--- config.mk ---
export PLATFORM = sky130hd
export DESIGN_NAME = stream_demux4_flat
export DESIGN_NICKNAME = d
export VERILOG_FILES = /design/src/rtl/stream_demux4_if.sv /design/src/rtl/stream_demux4.sv /design/src/flat_wrapper.sv
export SDC_FILE = /design/constraint.sdc
export NUM_CORES = 1
export LEC_CHECK = 0
export CAP_MARGIN = 30
export CORE_ASPECT_RATIO = 0.5
export CORE_MARGIN = 1.5
export CORE_UTILIZATION = 33
export DETAILED_ROUTE_END_ITERATION = 6
export DONT_BUFFER_PORTS = 1
export GPL_TIMING_DRIVEN = 1
export PLACE_DENSITY_LB_ADDON = 0.1
export SETUP_SLACK_MARGIN = 0.4
export SLEW_MARGIN = 20
export SYNTH_ARGS = -nofsm -noshare
export SYNTH_HDL_FRONTEND = slang
export SYNTH_SLANG_ARGS = --single-unit
--- constraint.sdc ---
create_clock -name clk -period 2.8 [get_ports clk]
set_clock_uncertainty 0.1 [all_clocks]
set_input_delay 0.28 -clock clk [delete_from_list [all_inputs] [get_ports clk]]
set_output_delay 0.28 -clock clk [all_outputs]
set_load 0.01 [all_outputs]
--- src/rtl/stream_demux4_if.sv ---
`default_nettype none
// +--------------------------------------------------------------------+
// | stream_demux4_if: handshake/bus bundle for the 1-to-4 demux (rev 1.0) |
// +--------------------------------------------------------------------+
interface stream_demux4_if #(
  parameter int WIDTH = 32,
  parameter int CNT_W = 8
);
  logic [WIDTH-1:0] in_data;
  logic [1:0]       in_sel;
  logic             in_valid;
  logic             in_ready;
  logic [WIDTH-1:0] out_a;
  logic [WIDTH-1:0] out_b;
  logic [WIDTH-1:0] out_c;
  logic [WIDTH-1:0] out_d;
  logic [3:0]       out_valid;
  logic [3:0]       out_ready;
  logic [CNT_W-1:0] cnt_a;
  logic [CNT_W-1:0] cnt_b;
  logic [CNT_W-1:0] cnt_c;
  logic [CNT_W-1:0] cnt_d;

  modport master (
    output in_data, in_sel, in_valid, out_ready,
    input  in_ready, out_a, out_b, out_c, out_d, out_valid,
    input  cnt_a, cnt_b, cnt_c, cnt_d
  );

  modport slave (
    input  in_data, in_sel, in_valid, out_ready,
    output in_ready, out_a, out_b, out_c, out_d, out_valid,
    output cnt_a, cnt_b, cnt_c, cnt_d
  );
endinterface
`default_nettype wire

--- src/rtl/stream_demux4.sv ---
`default_nettype none
// +--------------------------------------------------------------------+
// | stream_demux4: registered 1-to-4 stream demux with per-port         |
// | single-entry holding registers and saturating counters (rev 1.0)    |
// +--------------------------------------------------------------------+
module stream_demux4 #(
  parameter int WIDTH = 32,
  parameter int CNT_W = 8
) (
  input  wire logic       clk,
  input  wire logic       rst_n,
  stream_demux4_if.slave  bus
);

  typedef enum logic {
    ST_EMPTY = 1'b0,
    ST_FULL  = 1'b1
  } slot_state_e;

  localparam logic [CNT_W-1:0] C_CNT_MAX = {CNT_W{1'b1}};

  slot_state_e      state_q [4];
  slot_state_e      state_d [4];
  logic [WIDTH-1:0] data_q  [4];
  logic [WIDTH-1:0] data_d  [4];
  logic [CNT_W-1:0] cnt_q   [4];
  logic [CNT_W-1:0] cnt_d   [4];

  logic       w_in_ready;
  logic       w_in_fire;
  logic [3:0] w_out_fire;

  // Readiness looks only at the addressed slot, so a stall elsewhere is invisible here.
  assign w_in_ready = (state_q[bus.in_sel] == ST_EMPTY) || bus.out_ready[bus.in_sel];
  assign w_in_fire  = bus.in_valid && w_in_ready;

  always_comb begin
    for (int i = 0; i < 4; i++) begin
      state_d[i]    = state_q[i];
      data_d[i]     = data_q[i];
      cnt_d[i]      = cnt_q[i];
      w_out_fire[i] = (state_q[i] == ST_FULL) && bus.out_ready[i];

      if (w_in_fire && (bus.in_sel == 2'(i))) begin
        state_d[i] = ST_FULL;
        data_d[i]  = bus.in_data;
      end else if (w_out_fire[i]) begin
        state_d[i] = ST_EMPTY;
      end

      if (w_out_fire[i] && (cnt_q[i] != C_CNT_MAX)) begin
        cnt_d[i] = cnt_q[i] + CNT_W'(1);
      end
    end
  end

  always_ff @(posedge clk or negedge rst_n) begin
    if (!rst_n) begin
      for (int i = 0; i < 4; i++) begin
        state_q[i] <= ST_EMPTY;
        data_q[i]  <= '0;
        cnt_q[i]   <= '0;
      end
    end else begin
      for (int i = 0; i < 4; i++) begin
        state_q[i] <= state_d[i];
        data_q[i]  <= data_d[i];
        cnt_q[i]   <= cnt_d[i];
      end
    end
  end

  generate
    for (genvar g = 0; g < 4; g++) begin : g_valid
      assign bus.out_valid[g] = (state_q[g] == ST_FULL);
    end
  endgenerate

  assign bus.in_ready = w_in_ready;
  assign bus.out_a    = data_q[0];
  assign bus.out_b    = data_q[1];
  assign bus.out_c    = data_q[2];
  assign bus.out_d    = data_q[3];
  assign bus.cnt_a    = cnt_q[0];
  assign bus.cnt_b    = cnt_q[1];
  assign bus.cnt_c    = cnt_q[2];
  assign bus.cnt_d    = cnt_q[3];

endmodule
`default_nettype wire

--- src/flat_wrapper.sv ---
// flat-port wrapper written by rule: the top's interface ports become plain ports
module stream_demux4_flat 
#(
  parameter int WIDTH = 32,
  parameter int CNT_W = 8
)
  (clk, rst_n, bus_in_data, bus_in_sel, bus_in_valid, bus_out_ready, bus_in_ready, bus_out_a, bus_out_b, bus_out_c, bus_out_d, bus_out_valid, bus_cnt_a, bus_cnt_b, bus_cnt_c, bus_cnt_d);
  stream_demux4_if #(.WIDTH(WIDTH), .CNT_W(CNT_W)) bus_i ();
  input  wire logic clk;
  input  wire logic rst_n;
  input wire logic [$bits(bus_i.in_data)-1:0] bus_in_data;
  input wire logic [$bits(bus_i.in_sel)-1:0] bus_in_sel;
  input wire logic [$bits(bus_i.in_valid)-1:0] bus_in_valid;
  input wire logic [$bits(bus_i.out_ready)-1:0] bus_out_ready;
  output wire logic [$bits(bus_i.in_ready)-1:0] bus_in_ready;
  output wire logic [$bits(bus_i.out_a)-1:0] bus_out_a;
  output wire logic [$bits(bus_i.out_b)-1:0] bus_out_b;
  output wire logic [$bits(bus_i.out_c)-1:0] bus_out_c;
  output wire logic [$bits(bus_i.out_d)-1:0] bus_out_d;
  output wire logic [$bits(bus_i.out_valid)-1:0] bus_out_valid;
  output wire logic [$bits(bus_i.cnt_a)-1:0] bus_cnt_a;
  output wire logic [$bits(bus_i.cnt_b)-1:0] bus_cnt_b;
  output wire logic [$bits(bus_i.cnt_c)-1:0] bus_cnt_c;
  output wire logic [$bits(bus_i.cnt_d)-1:0] bus_cnt_d;
  assign bus_i.in_data = bus_in_data;
  assign bus_i.in_sel = bus_in_sel;
  assign bus_i.in_valid = bus_in_valid;
  assign bus_i.out_ready = bus_out_ready;
  assign bus_in_ready = bus_i.in_ready;
  assign bus_out_a = bus_i.out_a;
  assign bus_out_b = bus_i.out_b;
  assign bus_out_c = bus_i.out_c;
  assign bus_out_d = bus_i.out_d;
  assign bus_out_valid = bus_i.out_valid;
  assign bus_cnt_a = bus_i.cnt_a;
  assign bus_cnt_b = bus_i.cnt_b;
  assign bus_cnt_c = bus_i.cnt_c;
  assign bus_cnt_d = bus_i.cnt_d;
  stream_demux4 #(.WIDTH(WIDTH), .CNT_W(CNT_W)) u_core (.clk(clk), .rst_n(rst_n), .bus(bus_i));
endmodule
; ---- Yosys cells after proc, flatten, opt, wreduce, memory -nomap -nowiden
; Index checks and enable logic that the tools add are counted.
[classes]
add_sub_neg = 4
n_mul = 0
n_div = 0
magnitude_cmp = 2
n_eq_ne = 7
n_shift = 0
n_mux = 13
bitwise = 2
reduce_logical = 19
[ops]
columns = op, n
row1 = "adder 8 x 1 -> 8 bit, second input constant", 4
row2 = "inequality test 8 bit, second input constant", 4
row3 = logical AND 1 bit, 13
row4 = two-way mux 1 bit, 11
row5 = nonzero test 2 bit, 4
row6 = binary-select mux 1 bit (select 2 bit), 2
row7 = "== test 2 bit, second input constant", 2
row8 = "greater-or-equal comparator 3 bit, second input constant", 1
row9 = "less-than comparator 2 x 3 -> 1 bit, second input constant", 1
row10 = NOT 2 -> 3 bit, 1
row11 = "== test 2 x 1 -> 1 bit, second input constant", 1
row12 = logical NOT 2 bit, 1
row13 = logical OR 1 bit, 1
row14 = NOT 1 bit, 1
[totals]
ff_bits = 164
latch_bits = 0
mem_bits_rw = 0
mem_bits_ro = 0
inputBits = 41
out_inout_bits = 165
wordCells = 59
n_memories = 0

; ---- Depth between registers and ports, before layout
; Gate-level depths: netlist of the first run.
[logic_depth]
word_depth = 9
ltp_mapped = 6
mapped_depth_nobuf = 5

; ---- Worst setup path before layout of the first run
; Ideal clock, no wire load.
[synth_timing]
kind = reg-to-reg
startpoint = register u_core.cnt_q (netlist bit u_core.bus.cnt_c[0])
endpoint = register u_core.cnt_q (netlist bit u_core.bus.cnt_c[1])
setup_time_ns = 0.125
arrival_time_ns = 1.543
t_required_ns = 2.575
slack_ns = 1.032
path_stages_with_launch = 5
n_path_buf = 0
cell_sequence = dfrtp_1 > ha_1 > nand3_1 > o311ai_1 > mux2_2
[synth_via]
elab_chain_len = 2
[synth_rtl]
columns = element, line
row1 = start: declaration, stream_demux4.sv:26  ; logic [CNT_W-1:0] cnt_q [4];
row2 = start signal: indexed assignment, stream_demux4.sv:68  ; cnt_q[i] <= cnt_d[i];
row3 = "parallel branches: the longest is 2 deep, another holds adder 8 x 1 -> 8 bit", -
; Parallel ways; which one is timed is not known.
; A chain may end at the register's enable or synchronous reset.

; ---- Worst setup path after layout of the first run
[layout_timing]
startpoint = register u_core.state_q (netlist bit u_core.bus.out_valid[2])
endpoint = output port bus_in_ready
[layout_via]
elab_chain_len = 5
[layout_rtl]
columns = element, line
row1 = start: declaration, stream_demux4.sv:22  ; slot_state_e state_q [4];
row2 = start signal: indexed assignment, stream_demux4.sv:66  ; state_q[i] <= state_d[i];
row3 = binary-select mux 1 bit (select 2 bit), stream_demux4.sv:34  ; assign w_in_ready = (state_q[bus.in_sel] == ST_EMPTY) || bus.out_ready[bus.in_sel];
row4 = two-way mux 1 bit (implied by the code) (2 in series), stream_demux4.sv:34
row5 = NOT 1 bit, stream_demux4.sv:34
row6 = logical OR 1 bit, stream_demux4.sv:34
row7 = end: declaration, flat_wrapper.sv:15  ; output wire logic [$bits(bus_i.in_ready)-1:0] bus_in_ready;
; No other way between the ends. The select of a mux whose other input is x is not followed.

==> flow_summary.toml, run 1 <==
[sta]
hold_ws_ns = -0.538
finalSetupViolations = 0
finalHoldViolCount = 164
tns_ns = 0
tightest_slew_ns = 0.543
max_slew_margin_pct = 63.8
report.final.slew_viol_count = 0
post-route-period-util_pct = 72.0
setup_slack_ns = 0.784
max_freq_mhz = 496
period_needed_ns = 2.02
rsz0062_at_grt = "false"

[clock_tree]
h-tree-depth = 4
cts_root_buf = "clkbuf_16"
clk_latency_ns = 0.41
clock_sinks = 164
cts_made_buffers = 17
cts_tree = "done"
clkTransAtPathRegs_ns = 0.07
cts_buffer_depth = 2
ctsHoldBuffers = 38
cts_resized = 0
post_cts_buffers = 0

[logic_synthesis]
synth_seq_cells = 164
synth_nets = 482
yosysWarnings = 0
synth-edff-count = 0
async_flop_share_pct = 100
avgSynthCellArea_sq_um = 14.8
yosys.area.top_type = "dfrtp_1"
synthCells = 437
synth.top_cell.area_share_pct = 63.4
netlist_area_sq_um = 6470
ys_seq_area_share_pct = 63.4
yosysUniqueCellTypes = 30
ys.flop_type = "dfrtp_1"
synthTopCellsByArea = "dfrtp_1 63%, mux2_2 23%, xnor2_1 1.6%, nand2_1 1.4%, nand3_1 1.1%"

[finish]
area_delta_synth_final_pct = 19.9
drive_gt1_share_pct = 35.2
diodes = 0
fillers = 1770
layout.nets = 532

[outcome]
outcome = "complete, but fails checks"
violations = "hold timing"

[setup_path]
crit_required_ns = 2.42
critPathLaunch = "u_core.bus.out_valid[2]$_DFFE_PN0P_"
critical_path_class = "flop to output port"
worstSetupStartpointType = "flop"
rr_startpoint = "u_core.bus.cnt_c[0]$_DFFE_PN0P_"
endpoint_kind = "output port"
cp_max_fo = 7
rrSetupSlack_ns = 0.88
worst_ep_arrival_time_ns = 1.64

[floorplanning]
initial_core_util_pct = 34.5
die_x_um = 201
io_pins = 206
die_h_um = 102
rows = 35
die-area_sq_um = 20500
core_area_sq_um = 18800

[placement]
dp_slack_ns = 0.889
io_buffer_count = 0
hpwl_um = 9840
routabilityCongestion = 0.790

[drt]
dr.pass1.iters = 4
via_per_inst = 4.97
ant_nets = 0
wl_per_cell_um = 19.8
drt-initial-drc-count = 188
wirelength_um = 15000
drc = 0
vias = 3769

[pwr]
power.leakage_uw = 0.00324
powerDensity_nw_per_um2 = 864
irDropWorstVdd_v = 0.000382

[global_route]
grt_pass1_vias = 3787
grt_max_degree = 165
grt_use_total_pct = 14.9
grt_pass1_wl_um = 23200
antenna_found_initial = 0
gr-total-overflow = 0

[flow_run]
max_cap_violations = 0

[min_path]
hold_class = "input pin to async pin"
==> per-layer routing <==
layer | GRT usage [%] | wire length (um)
met1 | 19.2 | 6660
met2 | 23.4 | 7170
met3 | 5.68 | 1040
met4 | 4.68 | 155
met5 | 0 | 0
==> report_power, final <==
group | switching (uW) | internal, uW | leakage, uW | total [uW]
registers | 746 | 2890 | 0.00199 | 3630
clock network | 960 | 1390 | 0.000283 | 2350
logic | 249 | 468 | 0.000968 | 717
==> worst paths after layout <==
| path | to | cells past startpoint |
|---|---|---|
| worst min-delay path | u_core.bus.out_c[2]$_DFFE_PN0P_ | 0 |
| max in group asynchronous | u_core.bus.cnt_c[0]$_DFFE_PN0P_ | 0 |
| worst max-delay path | bus_in_ready | 2 |
| worst min register to register | u_core.bus.cnt_c[5]$_DFFE_PN0P_ | 1 |
| min in group clk | u_core.bus.out_valid[0]$_DFFE_PN0P_ | 2 |
| worst max register to register | u_core.bus.cnt_c[1]$_DFFE_PN0P_ | 4 |
==> stage by stage <==
stage                     util (%)  power, uW  cell area (sq um)  hold slack, ns  std cells
after floorplan                  -       4080               6470          -0.116        437
after global placement        36.1       4330               6790          -0.113        689
after detailed placement      36.1       4350               6790          -0.113        689
after CTS                     41.3       6830               7760          -0.566        759
after global routing          41.3       7060               7760          -0.572        759
final                         41.3       6700               7760          -0.538        759
==> cell usage in the layout (no fill, tap or decap), types with 2 or more instances in the layout <==
cell type / count
clkbuf_16: 17
nor2_1: 14
clkbuf_1: 2
ha_1: 4
clkinvlp_4: 3
mux2_1: 2
bufinv_16: 2
buf_4: 4
o21ai_0: 4
clkinv_4: 3
buf_12: 2
nor3_1: 2
a21oi_1: 7
nand2_1: 23
xnor2_1: 12
mux2_2: 135
and4_1: 2
inv_1: 4
nand2b_1: 7
clkbuf_8: 3
nand4_1: 7
a31oi_1: 7
xor2_1: 2
and3_1: 3
dfrtp_1: 164
dlygate4sd3_1: 38
nand3_1: 14
==> cells in the mapped netlist (6+ instances only) <==
cell type  count
dfrtp_1      164
mux2_2       135
nand2_1       24
nand3_1       14
nor2_1        14
xnor2_1       12
a21oi_1        7
a31oi_1        7
nand2b_1       7
nand4_1        7
buf_4          6
==> logic make-up after synthesis <==
family | synth area share, %
adders and majority gates | 0.773
muxes | 24.3
buffers and inverters | 1.76
DFF | 63.4
AOI/OAI and AO/OA | 1.78
and+or+nand+nor | 6.09
xor gates and xnor gates | 1.89
==> sequential cells by signal (all words and copies together) (netlist names) <==
signal and count:
u_core.bus.cnt_a 8, u_core.bus.cnt_d 8, u_core.bus.cnt_b 8, u_core.bus.out_valid 4
u_core.bus.out_a 32, u_core.bus.out_c 32, u_core.bus.out_b 32, u_core.bus.out_d 32
u_core.bus.cnt_c 8
==> critical path: stages, from the launching register on <==
cell and delay, ns:
dfrtp_1 0.52, nand2b_1 0.17, mux4_2 0.53
==> area by class of cell <==
type                            instances  area, sq um  share of cell area, %
Sequential cell                       164         4100                   52.9
Multi-Input combinational cell        256         2270                   29.3
Clock buffer                           22          474                   6.11
Timing Repair Buffer                   44          450                   5.80
Tap cell                              259          324                   4.17
Clock inverter                         10          123                   1.58
Inverter                                4         15.0                  0.193
Power figures use the tool's default switching activity.
==> inputs of run 2 (changes only) <==
==> constraint.sdc (replaced) <==
create_clock -name clk -period 2 [get_ports clk]
set_clock_uncertainty 0.1 [all_clocks]
set_input_delay 0.2 -clock clk [delete_from_list [all_inputs] [get_ports clk]]
set_output_delay 0.2 -clock clk [all_outputs]
set_load 0.01 [all_outputs]
==> flow_summary.toml, run 2 (synthesis results as in run 1) <==
[setup_path]
worstSetupStartpointType = "input pin"
ff2ff_path_depth = 7
cp_num_cells = 4
rr_startpoint = "u_core.bus.out_valid[2]$_DFFE_PN0P_"
critical_path_class = "input pin to output port"
crit_family = "buffers and inverters"
reg2reg_to = "u_core.bus.out_c[22]$_DFFE_PN0P_"
crit_required_ns = 1.70
worst_path_largest_cell_delay_ns = 0.59
crit_chain = "dlygate4sd3_1 -> nand2b_4 -> buf_6 -> mux4_2"
worst_ep_arrival_time_ns = 1.57
cp_num_buf_inv = 2
cpMaxStageDelayCell = "dlygate4sd3_1"
cp_max_fo = 2
rrSetupSlack_ns = 0.26
endpoint_kind = "output port"

[finish]
diodes = 0
final_core_util_pct = 47.9
drive_gt1_share_pct = 47.1
final_cell_mix = "148 x dfrtp_1, 93 x mux2_4, 44 x mux2_2"
layout_commonest_cell = "dfrtp_1"
fin_cells = 802
area_delta_synth_final_pct = 38.9
layout.nets = 575

[placement]
io_buffer_count = 0
hpwl_um = 9770
routabilityCongestion = 0.758
dp_slack_ns = 0.273
dp_cells = 696

[drt]
vias = 3866
wirelength_um = 18100
via_per_inst = 4.82
wl_per_cell_um = 22.6
ant_nets = 0
drc = 0
drt-initial-drc-count = 125
dr.pass1.iters = 4

[clock_tree]
clk_latency_ns = 0.42
h-tree-depth = 4
cts_buffer_depth = 2
ctsHoldBuffers = 41
cts_tree = "done"
clkTransAtPathRegs_ns = 0.07
cts_root_buf = "clkbuf_16"
cts_made_buffers = 17
clock_sinks = 164

[global_route]
grt_pass1_wl_um = 25900
grt_pass1_vias = 4011
grt_use_total_pct = 16.9
antenna_found_initial = 0
gr-total-overflow = 0
grt_max_degree = 165

[pwr]
pwr-share-clk_pct = 32.8
p_int_uw = 7070
irDropWorstVdd_v = 0.000550
switching_share_pct = 29.5
power_switching_uw = 2960
power.leakage_uw = 0.00390
power_uw = 10000
seqPwrFrac_pct = 51.1
combinationalPowerShare_pct = 16.1
powerDensity_nw_per_um2 = 1120

[sta]
report.final.slew_viol_count = 0
setup_slack_ns = 0.129
post-route-period-util_pct = 93.6
max_slew_margin_pct = 57.2
tightest_slew_ns = 0.641
max_freq_mhz = 534
finalSetupViolations = 0
rsz0062_at_grt = "true"
tns_ns = 0
period_needed_ns = 1.87
hold_ws_ns = -0.628
finalHoldViolCount = 164

[floorplanning]
die_h_um = 102
rows = 35
die_x_um = 201
core_area_sq_um = 18800
die-area_sq_um = 20500
io_pins = 206
initial_core_util_pct = 34.5

[outcome]
violations = "hold timing"
outcome = "complete, but fails checks"

[min_path]
hold_class = "input pin to async pin"

[flow_run]
max_cap_violations = 0
==> run 2: changes by cell type in the layout (fill, tap and decap cells not counted), sizes merged <==
cell | before | now
clkinv | 4 | 5
buf | 6 | 41
clkbuf | 22 | 26
dlygate4sd3 | 38 | 41
==> run 2: worst max-delay path by stage <==
stage               slack, ns                              end                           startpoint
floorplan                0.39  u_core.bus.cnt_c[1]$_DFFE_PN0P_      u_core.bus.cnt_c[1]$_DFFE_PN0P_
global placement         0.29  u_core.bus.cnt_d[1]$_DFFE_PN0P_      u_core.bus.cnt_d[0]$_DFFE_PN0P_
detailed placement       0.27  u_core.bus.cnt_c[6]$_DFFE_PN0P_      u_core.bus.cnt_c[1]$_DFFE_PN0P_
CTS                      0.11                     bus_in_ready  u_core.bus.out_valid[0]$_DFFE_PN0P_
global route             0.07                     bus_in_ready  u_core.bus.out_valid[0]$_DFFE_PN0P_
finish                   0.13                     bus_in_ready                     bus_out_ready[0]
==> run 2: area by class of cell <==
class	count	area [sq um]
fillers	1642	9800
flip-flops and latches	164	4120
multi-input cells	256	2820
repair buffers	87	1120
clock buffers	21	460
well taps	259	324
clock inverters	11	128
inverters	4	15.0
==> run 2: layer usage <==
layer	wire [um]	up-vias	global-route usage, %
met2	8090	95	25.9
met3	1010	9	6.28
met5	0	-	0
met4	108	0	3.99
li1	-	1744	-
met1	8930	2018	22.8
==> run 2: power by group through the flow <==
stage | Sequential (uW) | Clock (uW) | Combinational (uW)
after global routing | 5230 | 3520 | 1760
after global placement | 5120 | 0 | 1010
final | 5130 | 3290 | 1620
after detailed placement | 5120 | 0 | 1040
after CTS | 5120 | 3370 | 1410
after floorplan | 4900 | 0 | 828
==> run 2: what timing repair did <==
item,in CTS,in global routing
endpoints found under the hold margin,313,164
pin swaps,5,10
gates resized for setup,83,69
cloned,7,5
setup endpoints to repair,131,128
setup buffers,13,8
==> run 2: stage by stage <==
stage | area, sq um | hold WS (ns)
global route | 8990 | -0.664
CTS | 8530 | -0.652
detailed placement | 6910 | -0.193
finish | 8990 | -0.628
global placement | 6910 | -0.193
floorplan | 6510 | -0.196
==> run 2: worst reg2reg max path: cells and delay by family, from the launching register on <==
| family | cells | cell delay, ns |
|---|---|---|
| simple gates | 3 | 0.43 |
| mux | 1 | 0.31 |
| flops | 1 | 0.39 |
| buf+inv | 3 | 0.40 |
